===== config.mk =====
export PLATFORM = sky130hd
export DESIGN_NAME = hazard_stall_ctrl
export DESIGN_NICKNAME = d
export VERILOG_FILES = /design/src/rtl/hazard_stall_ctrl_pkg.sv /design/src/rtl/hazard_stall_ctrl_hazard_detect.sv /design/src/rtl/hazard_stall_ctrl.sv
export SDC_FILE = /design/constraint.sdc
export NUM_CORES = 1
export LEC_CHECK = 0
export ABC_AREA = 0
export BUFFER_PORTS_ARGS = -buffer_cell sky130_fd_sc_hd__buf_2
export CAP_MARGIN = 10
export CORE_AREA = 2 2 39 41
export DETAILED_ROUTE_END_ITERATION = 10
export DIE_AREA = 0 0 41 43
export GPL_TIMING_DRIVEN = 0
export HOLD_SLACK_MARGIN = 0.15
export PLACE_DENSITY = 0.78
export SLEW_MARGIN = 20
export SYNTH_ARGS = -nofsm -noshare
export SYNTH_HDL_FRONTEND = slang
export SYNTH_SLANG_ARGS = --single-unit

===== constraint.sdc =====
create_clock -name clk -period 2.98 [get_ports clk]
set_input_delay 0.447 -clock clk [delete_from_list [all_inputs] [get_ports clk]]
set_output_delay 0.447 -clock clk [all_outputs]
set_load 0.05 [all_outputs]

===== src/rtl/hazard_stall_ctrl_pkg.sv =====
// -----------------------------------------------------------------------------
// hazard_stall_ctrl_pkg
//   Shared definitions for the ID-stage hazard sequencer of the 5-stage MIPS
//   core: PC-select encodings, sequencer states and the NOP instruction word.
// -----------------------------------------------------------------------------
package hazard_stall_ctrl_pkg;

   // ID-stage PC select encodings
   localparam logic [2:0] PCSRC_SEQ  = 3'b000;
   localparam logic [2:0] PCSRC_JUMP = 3'b001;
   localparam logic [2:0] PCSRC_JR   = 3'b010;

   // Instruction word loaded into flushed pipeline registers
   localparam logic [31:0] NOP_WORD = 32'h0000_0000;

   typedef enum logic {
      ST_RUN   = 1'b0,
      ST_STALL = 1'b1
   } state_t;

endpackage


===== src/rtl/hazard_stall_ctrl_hazard_detect.sv =====
// -----------------------------------------------------------------------------
// hazard_stall_ctrl_hazard_detect
//   Combinational register compare for hazards forwarding cannot resolve.
//   Ports:
//     IFID_Rs/Rt, ID_UsesRs/Rt   source operands of the ID instruction
//     ID_PCSrc                   ID PC select (jr/jalr detection)
//     IDEX_*                     EX-stage load / write-back destination
//     EXMEM_*                    MEM-stage load destination
//     hazard                     a stall is required
//     bubbles                    number of bubble cycles required (N)
// -----------------------------------------------------------------------------
module hazard_stall_ctrl_hazard_detect
   import hazard_stall_ctrl_pkg::*;
#(
   parameter int unsigned LOAD_USE_STALL = 1,
   parameter int unsigned JR_LOAD_STALL  = 2,
   parameter int unsigned CNT_W          = 2
) (
   input  logic [4:0]       IFID_Rs,
   input  logic [4:0]       IFID_Rt,
   input  logic             ID_UsesRs,
   input  logic             ID_UsesRt,
   input  logic [2:0]       ID_PCSrc,
   input  logic             IDEX_MemRead,
   input  logic             IDEX_RegWrite,
   input  logic [4:0]       IDEX_RegWriteAddr,
   input  logic             EXMEM_MemRead,
   input  logic [4:0]       EXMEM_RegWriteAddr,
   output logic             hazard,
   output logic [CNT_W-1:0] bubbles
);

   logic idex_load;
   logic is_jr;
   logic load_use;
   logic jr_idex_load;
   logic jr_exmem_load;

   assign idex_load     = IDEX_MemRead & IDEX_RegWrite & (IDEX_RegWriteAddr != 5'd0);
   assign is_jr         = (ID_PCSrc == PCSRC_JR);
   assign load_use      = idex_load & ((ID_UsesRs & (IFID_Rs == IDEX_RegWriteAddr)) |
                                       (ID_UsesRt & (IFID_Rt == IDEX_RegWriteAddr)));
   assign jr_idex_load  = is_jr & idex_load & (IFID_Rs == IDEX_RegWriteAddr);
   assign jr_exmem_load = is_jr & EXMEM_MemRead & (EXMEM_RegWriteAddr != 5'd0) &
                          (IFID_Rs == EXMEM_RegWriteAddr);

   // A jr on an EX-stage load dominates the plain load-use count
   always_comb begin
      hazard  = 1'b1;
      bubbles = '0;
      if (jr_idex_load)
         bubbles = CNT_W'(JR_LOAD_STALL);
      else if (load_use)
         bubbles = CNT_W'(LOAD_USE_STALL);
      else if (jr_exmem_load)
         bubbles = CNT_W'(1);
      else
         hazard = 1'b0;
   end

endmodule


===== src/rtl/hazard_stall_ctrl.sv =====
// -----------------------------------------------------------------------------
// hazard_stall_ctrl
//   ID-stage pipeline hazard sequencer: inserts load-use / jr-on-load bubbles,
//   flushes for ID jumps and EX-taken branches, freezes on data-memory stall.
//   Inputs : clk, reset (sync, active-high), IFID_Rs/Rt, ID_UsesRs/Rt,
//            ID_PCSrc, IDEX_MemRead/RegWrite/RegWriteAddr,
//            EXMEM_MemRead/RegWriteAddr, EX_BranchTaken, MEM_Stall
//   Outputs: PC_Write, IFID_Write, IFID_Flush, IDEX_Flush, Pipe_Hold, Stalled
//   Optional (macro HAZARD_STATS_EN): Stall_Count, Flush_Count, Freeze_Count
// -----------------------------------------------------------------------------
module hazard_stall_ctrl
   import hazard_stall_ctrl_pkg::*;
#(
   parameter int unsigned LOAD_USE_STALL = 1,
   parameter int unsigned JR_LOAD_STALL  = 2,
   parameter int unsigned CNT_W          = 2
) (
   input  logic        clk,
   input  logic        reset,
   input  logic [4:0]  IFID_Rs,
   input  logic [4:0]  IFID_Rt,
   input  logic        ID_UsesRs,
   input  logic        ID_UsesRt,
   input  logic [2:0]  ID_PCSrc,
   input  logic        IDEX_MemRead,
   input  logic        IDEX_RegWrite,
   input  logic [4:0]  IDEX_RegWriteAddr,
   input  logic        EXMEM_MemRead,
   input  logic [4:0]  EXMEM_RegWriteAddr,
   input  logic        EX_BranchTaken,
   input  logic        MEM_Stall,
   output logic        PC_Write,
   output logic        IFID_Write,
   output logic        IFID_Flush,
   output logic        IDEX_Flush,
   output logic        Pipe_Hold,
   output logic        Stalled
`ifdef HAZARD_STATS_EN
   ,
   output logic [31:0] Stall_Count,
   output logic [31:0] Flush_Count,
   output logic [31:0] Freeze_Count
`endif
);

   state_t           state;
   logic [CNT_W-1:0] stall_cnt;
   logic             hazard;
   logic [CNT_W-1:0] bubbles;
   logic             bubble_now;

   hazard_stall_ctrl_hazard_detect #(
      .LOAD_USE_STALL (LOAD_USE_STALL),
      .JR_LOAD_STALL  (JR_LOAD_STALL),
      .CNT_W          (CNT_W)
   ) u_detect (
      .IFID_Rs            (IFID_Rs),
      .IFID_Rt            (IFID_Rt),
      .ID_UsesRs          (ID_UsesRs),
      .ID_UsesRt          (ID_UsesRt),
      .ID_PCSrc           (ID_PCSrc),
      .IDEX_MemRead       (IDEX_MemRead),
      .IDEX_RegWrite      (IDEX_RegWrite),
      .IDEX_RegWriteAddr  (IDEX_RegWriteAddr),
      .EXMEM_MemRead      (EXMEM_MemRead),
      .EXMEM_RegWriteAddr (EXMEM_RegWriteAddr),
      .hazard             (hazard),
      .bubbles            (bubbles)
   );

   // Hazards are only evaluated in RUN: a jr released from STALL now has its
   // producer in MEM/WB where forwarding covers it.
   assign bubble_now = (state == ST_STALL) | hazard;

   always_comb begin
      PC_Write   = 1'b1;
      IFID_Write = 1'b1;
      IFID_Flush = 1'b0;
      IDEX_Flush = 1'b0;
      Pipe_Hold  = 1'b0;
      Stalled    = 1'b0;
      if (reset) begin
         PC_Write   = 1'b0;
         IFID_Write = 1'b0;
         IFID_Flush = 1'b1;
         IDEX_Flush = 1'b1;
      end else if (MEM_Stall) begin
         PC_Write   = 1'b0;
         IFID_Write = 1'b0;
         Pipe_Hold  = 1'b1;
      end else if (EX_BranchTaken) begin
         IFID_Flush = 1'b1;
         IDEX_Flush = 1'b1;
      end else if (bubble_now) begin
         PC_Write   = 1'b0;
         IFID_Write = 1'b0;
         IDEX_Flush = 1'b1;
         Stalled    = 1'b1;
      end else if (ID_PCSrc != PCSRC_SEQ) begin
         IFID_Flush = 1'b1;
      end
   end

   // stall_cnt holds bubbles remaining after the current one
   always_ff @(posedge clk) begin
      if (reset) begin
         state     <= ST_RUN;
         stall_cnt <= '0;
      end else if (MEM_Stall) begin
         state     <= state;
         stall_cnt <= stall_cnt;
      end else if (EX_BranchTaken) begin
         state     <= ST_RUN;
         stall_cnt <= '0;
      end else if (state == ST_STALL) begin
         if (stall_cnt == '0)
            state <= ST_RUN;
         else
            stall_cnt <= stall_cnt - CNT_W'(1);
      end else if (hazard && (bubbles > CNT_W'(1))) begin
         state     <= ST_STALL;
         stall_cnt <= bubbles - CNT_W'(2);
      end
   end

`ifdef HAZARD_STATS_EN
   always_ff @(posedge clk) begin
      if (reset) begin
         Stall_Count  <= '0;
         Flush_Count  <= '0;
         Freeze_Count <= '0;
      end else begin
         if (Stalled)                 Stall_Count  <= Stall_Count + 32'd1;
         if (IFID_Flush | IDEX_Flush) Flush_Count  <= Flush_Count + 32'd1;
         if (Pipe_Hold)               Freeze_Count <= Freeze_Count + 32'd1;
      end
   end
`endif

endmodule

==> results.tsv <==
metric	value	unit
gp_congestion	0.808	
grt.total_usage	0.159	
grt_start_max_net_pins	8	
tightest_slew	765	ps
n_antenna_cell	0	
die_w	41	um
vdd_ir_drop_max	0.000245	V
io_pins	38	
leakage	0.370	nW
rsz0062_at_grt	no	
layoutNonFillerInstCount	128	
nets	146	
core.rowCount	14	
critPathMaxFanout	4	
cts_setup_buffers	0	
cp_cell_sequence	buf_2 -> nor3b_1 -> nand2_1 -> nor4_1 -> o31ai_2 -> buf_4 -> buf_2	
drive_gt1_frac	0.411	
internal_power	0.129	mW
post-route-drc-count	0	
dpl.cell_count	124	
clock_skew	2.46	ps
min_from	reset	
ctsResizeCount	0	
synthCells	71	
initial_core_util	0.374	
worst_setup_path_start_kind	primary input	
crit_slowest_cell	nor4_1	
cts.sinks	3	
arrival	2070	ps
grt_first_pass_wirelength	1950	um
synthesis.nets	104	
core	1380	um^2
gr-total-overflow	0	
vias_per_cell	5.30	
status	completed	
drv_slew	0	
io_buffers	37	
fin_crit	2510	ps
wl_per_cell	11.0	um
rrSetupSlack	1630	ps
p_clk_frac	0.343	
min_to	state	
ys_warn_count	0	
cts_buffers	3	
netSwitchingFraction	0.352	
ff2ff_path_depth	6	
min_path_cells	2	
fmax	398	MHz
cts_root_buffer	clkbuf_4	
ys_ff_latch	3	
area_delta_synth_final	45.7	%
path_clk_slew	40	ps
worstSetupPathType	primary input to output pin	
vias	678	
hold_class	primary input to register	
sequentialPowerShare	0.203	
insertion_delay	230	ps
p_per_area	264	nW/um^2
rr_startpoint	stall_cnt[0]	
slew_headroom	0.485	
reg2reg_to	stall_cnt[0]	
max_stage_delay	590	ps
setup_violations	0	
fin_crit_sh	0.843	
tns	0	ps
grt_pass1_vias	544	
hold_viol_final	0	
drt_first_pass_iters	4	
die-area	1760	um^2
synth_cell_type_count	29	
wirelength	1410	um
cp.required	2530	ps
yosysSeqAreaShare	0.116	
p_sw	0.0702	mW
synthFlopType	dfxtp_1	
avgSynthCellArea	7.30	um^2
die_h	43	um
clockBufferDepth	2	
critPathMostFrequentCell	buf_2	
cts_tree	yes	
drtAntennaViolNets	0	
h-tree-depth	1	
hold_buffers	0	
async_flop_share	0	
cp-end-kind	output pin	
antenna_found_initial	0	
dr.first_iter.drc_count	6	
synth_edf_count	0	
p_comb_frac	0.454	
dp_hpwl	1180	um
cap_viol_max_count	0	
synth.cell_area	518	um^2
-- per-stage QoR --
| step | power (mW) | setup slack, ps | hold slack (ps) | instance area (um^2) | utilization |
|---|---|---|---|---|---|
| 2_1_floorplan | 0.0927 | 201 | 483 | 523 | - |
| 3_3_place_gp | 0.129 | 518 | 522 | 728 | 0.526 |
| 3_5_place_dp | 0.131 | 495 | 543 | 728 | 0.526 |
| 4_1_cts | 0.203 | 470 | 474 | 754 | 0.545 |
| 5_1_grt | 0.214 | 363 | 491 | 754 | 0.545 |
| 6_report | 0.199 | 467 | 481 | 754 | 0.545 |
-- Yosys cell counts (2+ instances only) --
cell      count  area (um^2)
nor4_1        4         25.0
a21oi_1       3         15.0
xnor2_1       8         70.1
nand4_1       2         12.5
inv_1         6         22.5
nor2_1        9         33.8
mux2_2        2         22.5
dfxtp_1       3         60.1
nand2_1       5         18.8
xor2_1        4         35.0
nand2b_1      4         25.0
o31ai_1       4         30.0
-- critical path: cells and delay by family --
kind | cells | cell delay [ps]
buf+inv | 3 | 450
simple gates | 3 | 1010
compound gates | 1 | 140
-- routing by layer --
metal | wire, um | part of all wire | GRT usage
met1 | 584 | 0.41 | 0.166
met2 | 675 | 0.48 | 0.272
met3 | 148 | 0.11 | 0.0576
met4 | 0 | 0 | 0.0600
met5 | 0 | 0 | 0
-- placed cells by master, fill, tap and decap left out, types with 2 or more instances in the layout --
cell type	instances
nor4_1	4
dfxtp_1	3
nand4_1	2
buf_2	37
clkbuf_4	3
nand2b_1	4
a21oi_1	3
mux2_2	2
nand2_1	5
nor2_1	9
xnor2_1	8
inv_1	6
o31ai_1	3
xor2_1	4
-- worst max-delay path by stage --
stage	startpoint	to
after floorplan	IDEX_RegWriteAddr[0]	IFID_Flush
after CTS	ID_PCSrc[2]	PC_Write
after detailed placement	ID_PCSrc[2]	PC_Write
after global placement	ID_PCSrc[2]	Stalled
after global routing	ID_PCSrc[2]	PC_Write
final	ID_PCSrc[2]	PC_Write
-- area by class of cell --
cell class	instances	area (um^2)
fill	139	629
multi-input combinational	61	433
timing repair buffer	37	185
sequential	3	60.1
clock buffer	4	26.3
inverter	6	22.5
tap	16	20.0
buffer	1	7.51
-- power groups by stage --
stage / Combinational [mW] / Sequential, mW / Clock (mW)
floorplan: 0.0517 / 0.0410 / 0
global placement: 0.0881 / 0.0410 / 0
detailed placement: 0.0902 / 0.0410 / 0
CTS: 0.0908 / 0.0404 / 0.0720
global route: 0.0974 / 0.0404 / 0.0760
finish: 0.0905 / 0.0404 / 0.0683
-- sequential cells by signal (all words and copies together) (netlist names) --
register and count:
state 1, stall_cnt 2
-- logic make-up after synthesis --
group	after synthesis	synth area share
and+or+nand+nor	30	0.307
DFF	3	0.116
xor gates and xnor gates	12	0.203
adders and majority gates	1	0.0242
buffers and inverters	7	0.0580
AOI/OAI and AO/OA	16	0.249
muxes	2	0.0435
Power figures use the tool's default switching activity.
